$ cat src/rtl/uart_rx.sv
// rtl/uart_rx.sv - 8N1 UART receiver with mid-bit sampling and error strobes.
// Define UART_RX_PARITY_EN to expect an even-parity bit before the stop bit.
module uart_rx #(
  parameter int TICKS_PER_BIT = 87
) (
  input  logic       clk,
  input  logic       reset,
  input  logic       rx,
  output logic [7:0] data_out,
  output logic       valid,
  output logic       frame_error,
  output logic       parity_error,
  output logic       busy
);

  localparam logic [7:0] HALF_M1 = 8'(TICKS_PER_BIT / 2 - 1);
  localparam logic [7:0] TERM    = 8'(TICKS_PER_BIT - 1);

`ifdef UART_RX_PARITY_EN
  typedef enum logic [2:0] {
    S_IDLE = 3'd0, S_START = 3'd1, S_DATA = 3'd2, S_STOP = 3'd3,
    S_WAIT_HIGH = 3'd4, S_PARITY = 3'd5
  } state_t;
`else
  typedef enum logic [2:0] {
    S_IDLE = 3'd0, S_START = 3'd1, S_DATA = 3'd2, S_STOP = 3'd3,
    S_WAIT_HIGH = 3'd4
  } state_t;
`endif

  state_t      state, state_n;
  logic        rx_q1, rx_s;
  logic [7:0]  tick;
  logic [2:0]  bit_idx;
  logic [7:0]  shift;
  logic        half_hit, bit_hit;

  assign half_hit = (tick == HALF_M1);
  assign bit_hit  = (tick == TERM);
  assign busy     = (state != S_IDLE);

  // Two-flop synchronizer, preset high so reset never looks like a start bit
  always_ff @(posedge clk or negedge reset) begin
    if (!reset) begin
      rx_q1 <= 1'b1;
      rx_s  <= 1'b1;
    end else begin
      rx_q1 <= rx;
      rx_s  <= rx_q1;
    end
  end

  always_ff @(posedge clk or negedge reset) begin
    if (!reset) state <= S_IDLE;
    else        state <= state_n;
  end

  always_comb begin
    state_n = state;
    case (state)
      S_IDLE:      if (!rx_s) state_n = S_START;
      S_START:     if (half_hit) state_n = rx_s ? S_IDLE : S_DATA;
      S_DATA: begin
        if (bit_hit && bit_idx == 3'd7) begin
`ifdef UART_RX_PARITY_EN
          state_n = S_PARITY;
`else
          state_n = S_STOP;
`endif
        end
      end
`ifdef UART_RX_PARITY_EN
      S_PARITY:    if (bit_hit) state_n = S_STOP;
`endif
      S_STOP:      if (bit_hit) state_n = rx_s ? S_IDLE : S_WAIT_HIGH;
      S_WAIT_HIGH: if (rx_s) state_n = S_IDLE;
      default:     state_n = S_IDLE;
    endcase
  end

`ifdef UART_RX_PARITY_EN
  logic par_bad;
  logic par_strobe;
  assign parity_error = par_strobe;
`else
  assign parity_error = 1'b0;
`endif

  always_ff @(posedge clk or negedge reset) begin
    if (!reset) begin
      tick        <= 8'd0;
      bit_idx     <= 3'd0;
      shift       <= 8'd0;
      data_out    <= 8'd0;
      valid       <= 1'b0;
      frame_error <= 1'b0;
`ifdef UART_RX_PARITY_EN
      par_bad     <= 1'b0;
      par_strobe  <= 1'b0;
`endif
    end else begin
      valid       <= 1'b0;
      frame_error <= 1'b0;
`ifdef UART_RX_PARITY_EN
      par_strobe  <= 1'b0;
`endif
      case (state)
        S_START: begin
          tick    <= half_hit ? 8'd0 : tick + 8'd1;
          bit_idx <= 3'd0;
        end
        S_DATA: begin
          if (bit_hit) begin
            shift[bit_idx] <= rx_s;
            bit_idx        <= bit_idx + 3'd1;
            tick           <= 8'd0;
          end else begin
            tick <= tick + 8'd1;
          end
        end
`ifdef UART_RX_PARITY_EN
        S_PARITY: begin
          if (bit_hit) begin
            par_bad <= (^shift) ^ rx_s;
            tick    <= 8'd0;
          end else begin
            tick <= tick + 8'd1;
          end
        end
`endif
        S_STOP: begin
          if (bit_hit) begin
            tick <= 8'd0;
            // A low stop bit outranks a parity mismatch
            if (!rx_s) begin
              frame_error <= 1'b1;
`ifdef UART_RX_PARITY_EN
            end else if (par_bad) begin
              par_strobe <= 1'b1;
`endif
            end else begin
              data_out <= shift;
              valid    <= 1'b1;
            end
          end else begin
            tick <= tick + 8'd1;
          end
        end
        default: begin
          tick    <= 8'd0;
          bit_idx <= 3'd0;
        end
      endcase
    end
  end

endmodule

$ cat config.mk
export PLATFORM = sky130hd
export DESIGN_NAME = uart_rx
export DESIGN_NICKNAME = d
export VERILOG_FILES = /design/src/rtl/uart_rx.sv
export SDC_FILE = /design/constraint.sdc
export NUM_CORES = 1
export LEC_CHECK = 0
export CAP_MARGIN = 20
export CELL_PAD_IN_SITES_DETAIL_PLACEMENT = 1
export CELL_PAD_IN_SITES_GLOBAL_PLACEMENT = 1
export CORE_ASPECT_RATIO = 0.9
export CORE_MARGIN = 2
export CORE_UTILIZATION = 35
export DETAILED_ROUTE_END_ITERATION = 12
export GPL_TIMING_DRIVEN = 0
export PLACE_DENSITY_LB_ADDON = 0.1
export RECOVER_POWER = 50
export SLEW_MARGIN = 25
export SYNTH_ARGS = -nofsm -noshare
export SYNTH_HDL_FRONTEND = slang
export SYNTH_SLANG_ARGS = --single-unit
$ cat constraint.sdc
create_clock -name clk -period 4.6 [get_ports clk]
set_clock_uncertainty 0.2 [all_clocks]
set_input_delay 0.92 -clock clk [delete_from_list [all_inputs] [get_ports clk]]
set_output_delay 0.92 -clock clk [all_outputs]
set_load 0.05 [all_outputs]
After elaboration in Yosys (flattened, before gate mapping)
Cells that the tools add are included.
- logic and storage cells: 58
- input bits: 3
- register bits after elaboration: 34
- output and inout bits: 12
- bitwise gates (word level): 1
- mux-type cells: 22
- $lt $le $gt $ge: 2
- $add $sub $neg: 2
- equality and inequality tests: 13
- reductions and logical operators: 9
- operators by type and width (cell ; count):
    $mux 3 ; 7
    $mux 8 ; 2
    $pmux 8 s2 ; 1
    $pmux 3 s5 ; 1
    $ne 2x2->1 const B ; 6
    $add 8x1->8 const B ; 1
    $bwmux 8 ; 1
    $eq 8x6->1 const B ; 1
    $eq 8x7->1 const B ; 1
    $mux 1 ; 7
    $eq 3x2->1 const B ; 2
    $eq 3x3->1 const B ; 2
    $pmux 3 s2 ; 1
    $reduce_and 5->1 ; 1
    $lt 3x4->1 const B ; 1
    $reduce_and 2->1 ; 2
    $add 3x1->3 const B ; 1
    $demux 1 s3 ; 1
    $eq 3x1->1 const B ; 1
    $ge 3x1->1 const B ; 1
    $logic_not 3->1 ; 1
    $reduce_and 3->1 ; 1
    $reduce_bool 3->1 ; 1
    $logic_and 1x1->1 ; 2
    other kinds (3) ; 3

Longest topological paths before layout
Gate-level depths: netlist of the first run.
- depth after elaboration: 5
- depth in mapped cells: 7
- mapped depth without buffers: 6

Least setup slack after synthesis of the first run
Ideal clock, no wire load.
- kind: register -> output
- from: register state[0]
- to: output port busy
- path slack: 2.313 ns
- arrival: 1.167 ns
- cell stages (with the launch flop): 3
- path through: dfrtp_1 -> clkbuf_1 -> or3_1
- cells in the longest elaborated chain, start to end: 1
- RTL lines (element ; RTL line ; RTL):
    start: declaration ; 31 ; state_t state, state_n;
    start signal: assignment ; 55 ; else state <= state_n;
    $reduce_bool 3->1 ; 40 ; assign busy = (state != S_IDLE);
    end: declaration ; 13 ; output logic busy
Every way passes these cells.

Worst setup path after layout of the first run
Same ends and word-level chain as after synthesis.

==> impl_results.md, run 1 <==
* Outcome: finished clean
* Largest net degree at the start of global routing at 20
* 1st-iter DRT viols at 22
* Crit-path max FO at 10
* Synth Instances at around 130
* Crit end category: output port
* Crit path kind: reg -> out
* Slew @ Worst Pin at 1030 ps
* Antenna violation net count after detailed routing at 0
* Port Buffer Count at 13
* Slew margin rel. at 0.315
* Final WL at between 2000 and 3000 um
* Placer Congestion at approximately 0.73
* Routed vias/inst at about 4.8
* Hold-fix buffers, CTS at 0
* Synth async-reset ratio at 1.00
* Final Cell Area at around 1900 um^2
* Via count of the routed design at approximately 1000
* TNS Setup at 0 ps
* CORE AREA at 4160 um^2
* H-tree levels at 2
* Slew Viols, Final at 0
* Post-synthesis register bit count at 34
* CP Data Arrival Time at a little over 2000 ps
* R2r worst-path depth at 7
* TritonCTS Sinks at 34
* Worst vdd ir at roughly 0.00015 V
* Root Driver: clkbuf_8
* Worst skew pair latency at approximately 270 ps
* Worst Setup SP: state[0]
* Mapped Area at 1540 um^2
* Layout area overhead at 20.2%
* Layout cells sized above 1 at 0.209
* CP endpoint: busy
* Placed cell areas at about 1800 um^2
* Die height at around 67 um
* CP Launch Type: register
* Clk slew on worst S/H paths at about 70 ps
* Worst hold start: rx_q1
* Final Hold Fails at 0
* P_leak at 0.845 nW
* CTS Buffer Depth at 2
* Mean Syn Cell Area at around 12 um^2
* CTS tree: built
* R2R Path Start: tick[0]
* Row cnt at 22
* Post-synth EDFFs at 0
* I/O Pins at 15
* Worst hold path class: reg -> reg
* Initial Util at 0.371
* Register area share after synthesis at 0.553
* DRC at 0
* Routed wire per std cell at ~13 um
* Remaining Overflow, GRT at 0
* Postcts setup bufs at 0
* Power Density at approximately 330 nW/um^2
* Fillers at approximately 450
* HPWL after DPL at 2030 um
* Max-cap check violation count at 0
* Unique masters post-synth at 35
* Initial antenna violation count at 0
* R2r setup slk at between 2000 and 2500 ps
* Final setup fails at 0
* Synth Net Count at 138
* Number of global-route vias before repair at approximately 1000
* First-pass GRT wire length at a little under 5000 um
* Ratio of final minimum period to clock period at 0.684
* # diodes at 0
* Primary FF master, synth: dfrtp_1
* Ys Warns at 0
* Die area at 4960 um^2
* Gr usage total at 0.134
* Die width at about 74 um
* Clock buffer count from CTS at 5
* FMAX at 0.318 GHz
* Unrepaired setup endpoints after global routing: no
* Fin crit period at 3150 ps
* CP Data Required Time at 3480 ps
* FF-to-FF End: data_out[6]
* Final net count at between 150 and 200
* # resized after CTS at 0
* Initial DRT Pass Iterations at 3
==> layer usage <==
metal | wire (um) | global-route usage
met5 | 0 | 0
met3 | 80 | 0.0408
met2 | 1240 | 0.192
met4 | 23 | 0.0409
met1 | 1460 | 0.193
==> critical path, stage by stage, from the launching register on <==
cell and delay, ps:
dfrtp_1 420, clkbuf_1 230, or3_1 410, clkdlybuf4s50_1 700
==> Yosys cell counts, types with 2 or more instances <==
library cell / number / area (um^2)
dfrtp_1: 32 / 801
a21oi_1: 2 / 10.0
nor3_1: 3 / 15.0
o21ai_0: 2 / 10.0
nor2_1: 16 / 60.1
nand2b_1: 2 / 12.5
nand2_1: 3 / 11.3
nand4_1: 2 / 12.5
mux2_2: 17 / 191
nor4_1: 2 / 12.5
or3_1: 2 / 12.5
xnor2_1: 2 / 17.5
nor3b_1: 2 / 15.0
clkbuf_1: 3 / 11.3
xor2_1: 5 / 43.8
and3_1: 4 / 25.0
dfstp_2: 2 / 52.6
nand3_1: 8 / 40.0
inv_1: 3 / 11.3
ha_1: 4 / 50.1
==> cells by family (layout without fill, tap and decap cells) <==
kind of cell | after synthesis | in the layout | share of synthesized area
compound gates | 9 | 9 | 0.0389
xor+xnor | 7 | 7 | 0.0397
fa+ha+maj | 4 | 4 | 0.0324
buf+inv | 8 | 30 | 0.0227
flops | 34 | 34 | 0.553
mux | 18 | 18 | 0.130
other cells | 1 | 1 | 0.00243
simple gates | 50 | 50 | 0.181
==> how the worst min path moves through the flow <==
stage / slack [ps] / cells past startpoint / end
5_1_grt: 170 / 0 / rx_s
3_5_place_dp: 150 / 0 / rx_s
2_1_floorplan: 150 / 0 / rx_s
3_3_place_gp: 150 / 0 / rx_s
4_1_cts: 160 / 0 / rx_s
6_report: 160 / 0 / rx_s
==> power breakdown <==
part / internal (W) / switching [W]
logic: 0.0000155 / 0.0000321
registers: 0.000306 / 0.00000710
clock network: 0.000151 / 0.000101
==> sequential cells by signal (all words and copies together) (netlist names), 3 cells and up <==
signal	cells
bit_idx	3
data_out	8
shift	8
state	3
tick	8
==> per-stage QoR <==
stage | util | instances | worst slack [ps] | hold slack (ps) | power [W]
floorplan | - | 131 | 2310 | 145 | 0.000350
global placement | 0.421 | 204 | 1690 | 148 | 0.000367
detailed placement | 0.426 | 205 | 1740 | 149 | 0.000371
CTS | 0.453 | 213 | 1430 | 160 | 0.000626
global route | 0.446 | 213 | 1350 | 166 | 0.000644
finish | 0.446 | 213 | 1450 | 158 | 0.000613
==> layout by cell type (no fill, tap or decap), types with 2 or more instances in the layout <==
cell type,Yosys,layout
xnor2_1,2,2
ha_1,4,4
clkbuf_8,0,8
a21oi_1,2,2
clkdlybuf4s50_1,0,11
xor2_1,5,5
and3_1,4,4
nand3_1,8,8
nand4_1,2,2
nor3b_1,2,2
mux2_2,17,17
nor2_1,16,16
or3_1,2,2
dfstp_2,2,2
o21ai_0,2,2
nor4_1,2,2
dfrtp_1,32,32
clkbuf_1,3,6
nand2_1,3,3
inv_1,3,3
nor3_1,3,3
nand2b_1,2,2
==> area by class of cell <==
type	count	area, um^2	area share
Buffer	5	22.5	0.0121
Clock buffer	8	110	0.0593
Inverter	3	11.3	0.00607
Multi-Input combinational cell	89	656	0.353
Sequential cell	34	853	0.460
Tap cell	60	75.1	0.0405
Timing Repair Buffer	14	128	0.0688
No activity file was read; power rests on OpenSTA's default activity.
==> run 2: changes to the inputs <==
==> constraint.sdc (replaced) <==
create_clock -name clk -period 3.2 [get_ports clk]
set_clock_uncertainty 0.2 [all_clocks]
set_input_delay 0.64 -clock clk [delete_from_list [all_inputs] [get_ports clk]]
set_output_delay 0.64 -clock clk [all_outputs]
set_load 0.05 [all_outputs]
==> results of run 2 <==
The final DEF is identical to that of run 1. Status: finished clean.
Main changes from that run: setup slack after placement 1740 ps -> 624 ps; setup slack after layout 1450 ps -> 332 ps; register-to-register setup slack 2080 ps -> 680 ps; total power 0.000613 W -> 0.000881 W; worst IR drop on VDD 0.000146 V -> 0.000210 V
==> run 3: changes to the inputs <==
==> constraint.sdc (replaced) <==
create_clock -name clk -period 3.43 [get_ports clk]
set_clock_uncertainty 0.2 [all_clocks]
set_input_delay 0.686 -clock clk [delete_from_list [all_inputs] [get_ports clk]]
set_output_delay 0.686 -clock clk [all_outputs]
set_load 0.05 [all_outputs]
==> results of run 3 <==
The final DEF is identical to that of run 1. Status: finished clean.
Main changes from that run: setup slack after placement 1740 ps -> 808 ps; setup slack after layout 1450 ps -> 516 ps; register-to-register setup slack 2080 ps -> 910 ps; total power 0.000613 W -> 0.000822 W; worst IR drop on VDD 0.000146 V -> 0.000196 V
==> edit 1: new RTL, settings of run 3 <==
Add an input register stage for `rx`, without a reset; this delays it by one clock.
--- a/src/rtl/uart_rx.sv
+++ b/src/rtl/uart_rx.sv
@@ -16,4 +16,10 @@
   localparam logic [7:0] HALF_M1 = 8'(TICKS_PER_BIT / 2 - 1);
   localparam logic [7:0] TERM    = 8'(TICKS_PER_BIT - 1);
+
+  logic rx_q;
+
+  always_ff @(posedge clk) begin
+    rx_q <= rx;
+  end
 
 `ifdef UART_RX_PARITY_EN
@@ -46,5 +52,5 @@
       rx_s  <= 1'b1;
     end else begin
-      rx_q1 <= rx;
+      rx_q1 <= rx_q;
       rx_s  <= rx_q1;
     end
Check against the original RTL: not equivalent (Yosys sat finds a counterexample within 4 cycles, from zero or initial values and one cycle with reset low).
==> edit 1 against run 3 <==
Sequential cell count grew 1; non-clock buffer count grew 4; count of clock-buffer cells in the layout shrank 1; worst setup slack improved by 0.088 ns; critical path type unchanged; synthesized cell count is 7.6% higher; wire length rose by 32%; core utilization down 2.7 points; combinational power up 94%; total power grew 7.1%; synthesized area up 10%; via count is 19% higher; design area grew 7.8%; fmax is 3.1% higher.
==> edit 1: results (changes against run 3) <==
| Metric | Value |
|---|---|
| Met1 Use GR | 0.207 (+0.0143) |
| Async SR Flop Fraction | 0.971 (-0.0286) |
| Vias in the first global route | 1308 (+29%) |
| Leak | 0.850 nW (+0.57%) |
| Drt pass-1 iters | 4 (+1) |
| GRT met3 Usage | 0.0401 (-0.000796) |
| Final wirelength | 3.71 mm (+32%) |
| RePlAce Congestion | 0.754 (+3.6%) |
| Critical path data arrival time | 1.94 ns (-0.09 ns) |
| Slew HR | 0.308 (-0.00693) |
| Global Route Usage Sum | 0.154 (+0.0198) |
| Nets | 169 (+6.3%) |
| Met2 Use GR | 0.244 (+0.0525) |
| Dominant cells by area after synthesis | dfrtp_1, mux2_2, nand4_1 |
| Post-place setup slack | 0.898 ns (+0.0900 ns) |
| Worst-Skew Late Latency | 0.29 ns (+0.02 ns) |
| Via Count | 1221 (+19%) |
| Seq/Total Area, Yosys | 0.512 (-0.0402) |
| Largest fanout on the critical path | 9 (-1) |
| DP Wirelength | 2.65 mm (+31%) |
| P_seq | 0.438 mW (+4%) |
| Synth unique cells | 43 (+23%) |
| Status | finished clean |
| Largest net degree at the start of global routing | 19 (-5.0%) |
| Filler cell count in the final layout | 528 (+18%) |
| P_clk | 0.317 mW (-6.2%) |
| Fraction of layout cells with a size suffix above 1 | 0.215 (+0.00557) |
edit 1: final timing paths:
path | startpoint | to | slack, ns | depth (start not counted)
worst max-delay path | state[0] | busy | 0.60 | 3
worst min-delay path | rx_q | rx_q1 | 0.1 | 0
worst max register to register | tick[0] | data_out[1] | 0.84 | 6
worst min register to register | rx_q | rx_q1 | 0.1 | 0
max in group asynchronous | reset | shift[6] | 1.40 | 2
min in group asynchronous | reset | state[0] | 0.30 | 1
edit 1: metal layers:
layer  vias up  wire length, µm
met3         7              115
met5         -                0
li1        575                -
met1       622             1820
met4         0               54
met2        17             1730
edit 1: area by class of cell:
type | count | area, µm² | area share
Clock buffer | 7 | 86.3 | 0.0432
Clock inverter | 1 | 8.76 | 0.00438
Inverter | 2 | 7.51 | 0.00375
Tap cell | 65 | 81.3 | 0.0407
Timing Repair Buffer | 14 | 128 | 0.0638
Buffer | 9 | 45.0 | 0.0225
Sequential cell | 35 | 873 | 0.437
Multi-Input combinational cell | 95 | 771 | 0.385
edit 1: through the flow:
step / std cells / hold slack [ns] / power [mW] / util
CTS: 228 / 0.0984 / 0.902 / 0.426
global route: 228 / 0.101 / 0.926 / 0.419
floorplan: 141 / 0.0839 / 0.536 / -
finish: 228 / 0.0967 / 0.880 / 0.419
global placement: 219 / 0.0904 / 0.571 / 0.401
detailed placement: 220 / 0.0917 / 0.582 / 0.406
edit 1: critical path, delay by kind of cell, from the launching register on:
family	cells	cell delay (ns)
buffers and inverters	2	0.90
flip-flops	1	0.36
AND/OR/NAND/NOR	1	0.40
edit 1: kinds of logic after synthesis:
logic type	synth area share
XOR/XNOR	0.0154
flip-flops	0.512
other	0.00220
multiplexers	0.106
buffers and inverters	0.0352
adder cells (fa/ha/maj)	0.0294
AO/OA/AOI/OAI	0.0998
AND/OR/NAND/NOR	0.200
==> edit 2: new RTL, settings of run 3 <==
Made on the original files. Build with the macro `UART_RX_PARITY_EN` defined.
--- a/src/rtl/uart_rx.sv
+++ b/src/rtl/uart_rx.sv
@@ -1,4 +1,6 @@
 // rtl/uart_rx.sv - 8N1 UART receiver with mid-bit sampling and error strobes.
 // Define UART_RX_PARITY_EN to expect an even-parity bit before the stop bit.
+`define UART_RX_PARITY_EN
+
 module uart_rx #(
   parameter int TICKS_PER_BIT = 87
Function: no difference found for any inputs over 10 cycles, from zero or initial values and one cycle with reset low; that may be too few to reach the edited logic, so the function may still have changed.
==> edit 2 against run 3 <==
Wire length rose by 30%; sequential cell count is 2 higher; non-clock buffer count is 2 higher; design area grew 12%; largest cell class unchanged; synthesized area rose by 15%; worst setup slack better by 0.18 ns; critical path depth rose by 1.
Power is not compared: it rests on default switching activity, and its combinational part moved more than twofold at a synthesized area within 25%.
==> edit 2: results (changes against run 3) <==
| Metric | Value |
|---|---|
| Filler cell count in the final layout | 550 (+22%) |
| Drt pass-1 iters | 6 (+3) |
| Vias in the first global route | 1287 (+27%) |
| Combinational Power Share | 0.310 |
| Status | finished clean |
| Antenna violations before repair | 0 (unchanged) |
| Synth unique cells | 43 (+23%) |
| DP Wirelength | 2.66 mm (+31%) |
| Post-Syn Instances | 150 (+15%) |
| Syn Nets | 157 (+14%) |
| Vias/cell | 5.07 (+5.1%) |
| Global Route Usage Sum | 0.149 (+0.0148) |
| Met3 WL | 116 µm (+45%) |
| RePlAce Congestion | 0.738 (+1.3%) |
| Dominant cells by area after synthesis | dfrtp_1, mux2_2, xnor2_1 |
| Worst-Skew Late Latency | 0.28 ns |
| Fraction of layout cells with a size suffix above 1 | 0.208 (-0.00106) |
| Met1 Use GR | 0.204 (+0.0111) |
| Met2 Use GR | 0.231 (+0.0387) |
| Final wirelength | 3.65 mm (+30%) |
| PortBufs | 14 (+1) |
| Critical path data arrival time | 1.85 ns (-0.18 ns) |
| WL met2 | 1.77 mm (+42%) |
| M1 wire length | 1.74 mm (+19%) |
| Initial DRC Count | 19 (-14%) |
| Nets | 179 (+13%) |
| Via Count | 1206 (+17%) |
| Largest fanout on the critical path | 9 (-1) |
| Uppermost routed layer | met4 |
| First-pass GRT wire length | 6.45 mm (+31%) |
| GRT met3 Usage | 0.0353 (-0.00558) |
| Post-Place Cells | 230 (+12%) |
| Slew HR | 0.296 (-0.0190) |
| Synth cell count leaders | dfrtp_1, mux2_2, nor2_1 |
==> edit 2: kinds of logic (layout without fill, tap and decap cells) <==
| logic type | after synthesis | in the layout | synth area share |
|---|---|---|---|
| simple gates | 51 | 51 | 0.176 |
| flops | 36 | 36 | 0.508 |
| fa+ha+maj | 4 | 4 | 0.0282 |
| buf+inv | 10 | 33 | 0.0254 |
| mux | 18 | 18 | 0.114 |
| compound gates | 17 | 17 | 0.0711 |
| xor+xnor | 14 | 14 | 0.0768 |
==> edit 2: worst paths after layout <==
check / start / depth (start not counted) / to / slack (ns)
max: state[1] / 4 / busy / 0.70
max in group asynchronous: reset / 2 / shift[4] / 1.25
min reg2reg: rx_q1 / 0 / rx_s / 0.16
max reg2reg: tick[0] / 6 / data_out[0] / 1.10
min in group asynchronous: reset / 1 / valid / 0.32
min: rx_q1 / 0 / rx_s / 0.16
==> edit 2: final cells by class <==
cell class,count,area share
Sequential cell,36,0.435
Multi-Input combinational cell,104,0.398
Timing Repair Buffer,15,0.0663
Tap cell,65,0.0392
Clock buffer,7,0.0368
Buffer,6,0.0145
Inverter,4,0.00723
Clock inverter,1,0.00241
==> edit 2: through the flow <==
step	utilization	instance area, µm²	hold WS [ns]	total power [mW]	worst slack [ns]
2_1_floorplan	-	1780	0.145	0.739	1.44
3_3_place_gp	0.411	2000	0.147	0.819	0.655
3_5_place_dp	0.415	2020	0.148	0.831	0.987
4_1_cts	0.432	2100	0.152	1.13	0.661
5_1_grt	0.427	2080	0.166	1.20	0.584
6_report	0.427	2080	0.157	1.10	0.695
==> edit 2: critical path, stage by stage (launching register included) <==
cell	delay, ns
dfrtp_1	0.33
clkbuf_2	0.19
inv_1	0.14
nand3_1	0.11
clkdlybuf4s50_1	0.80
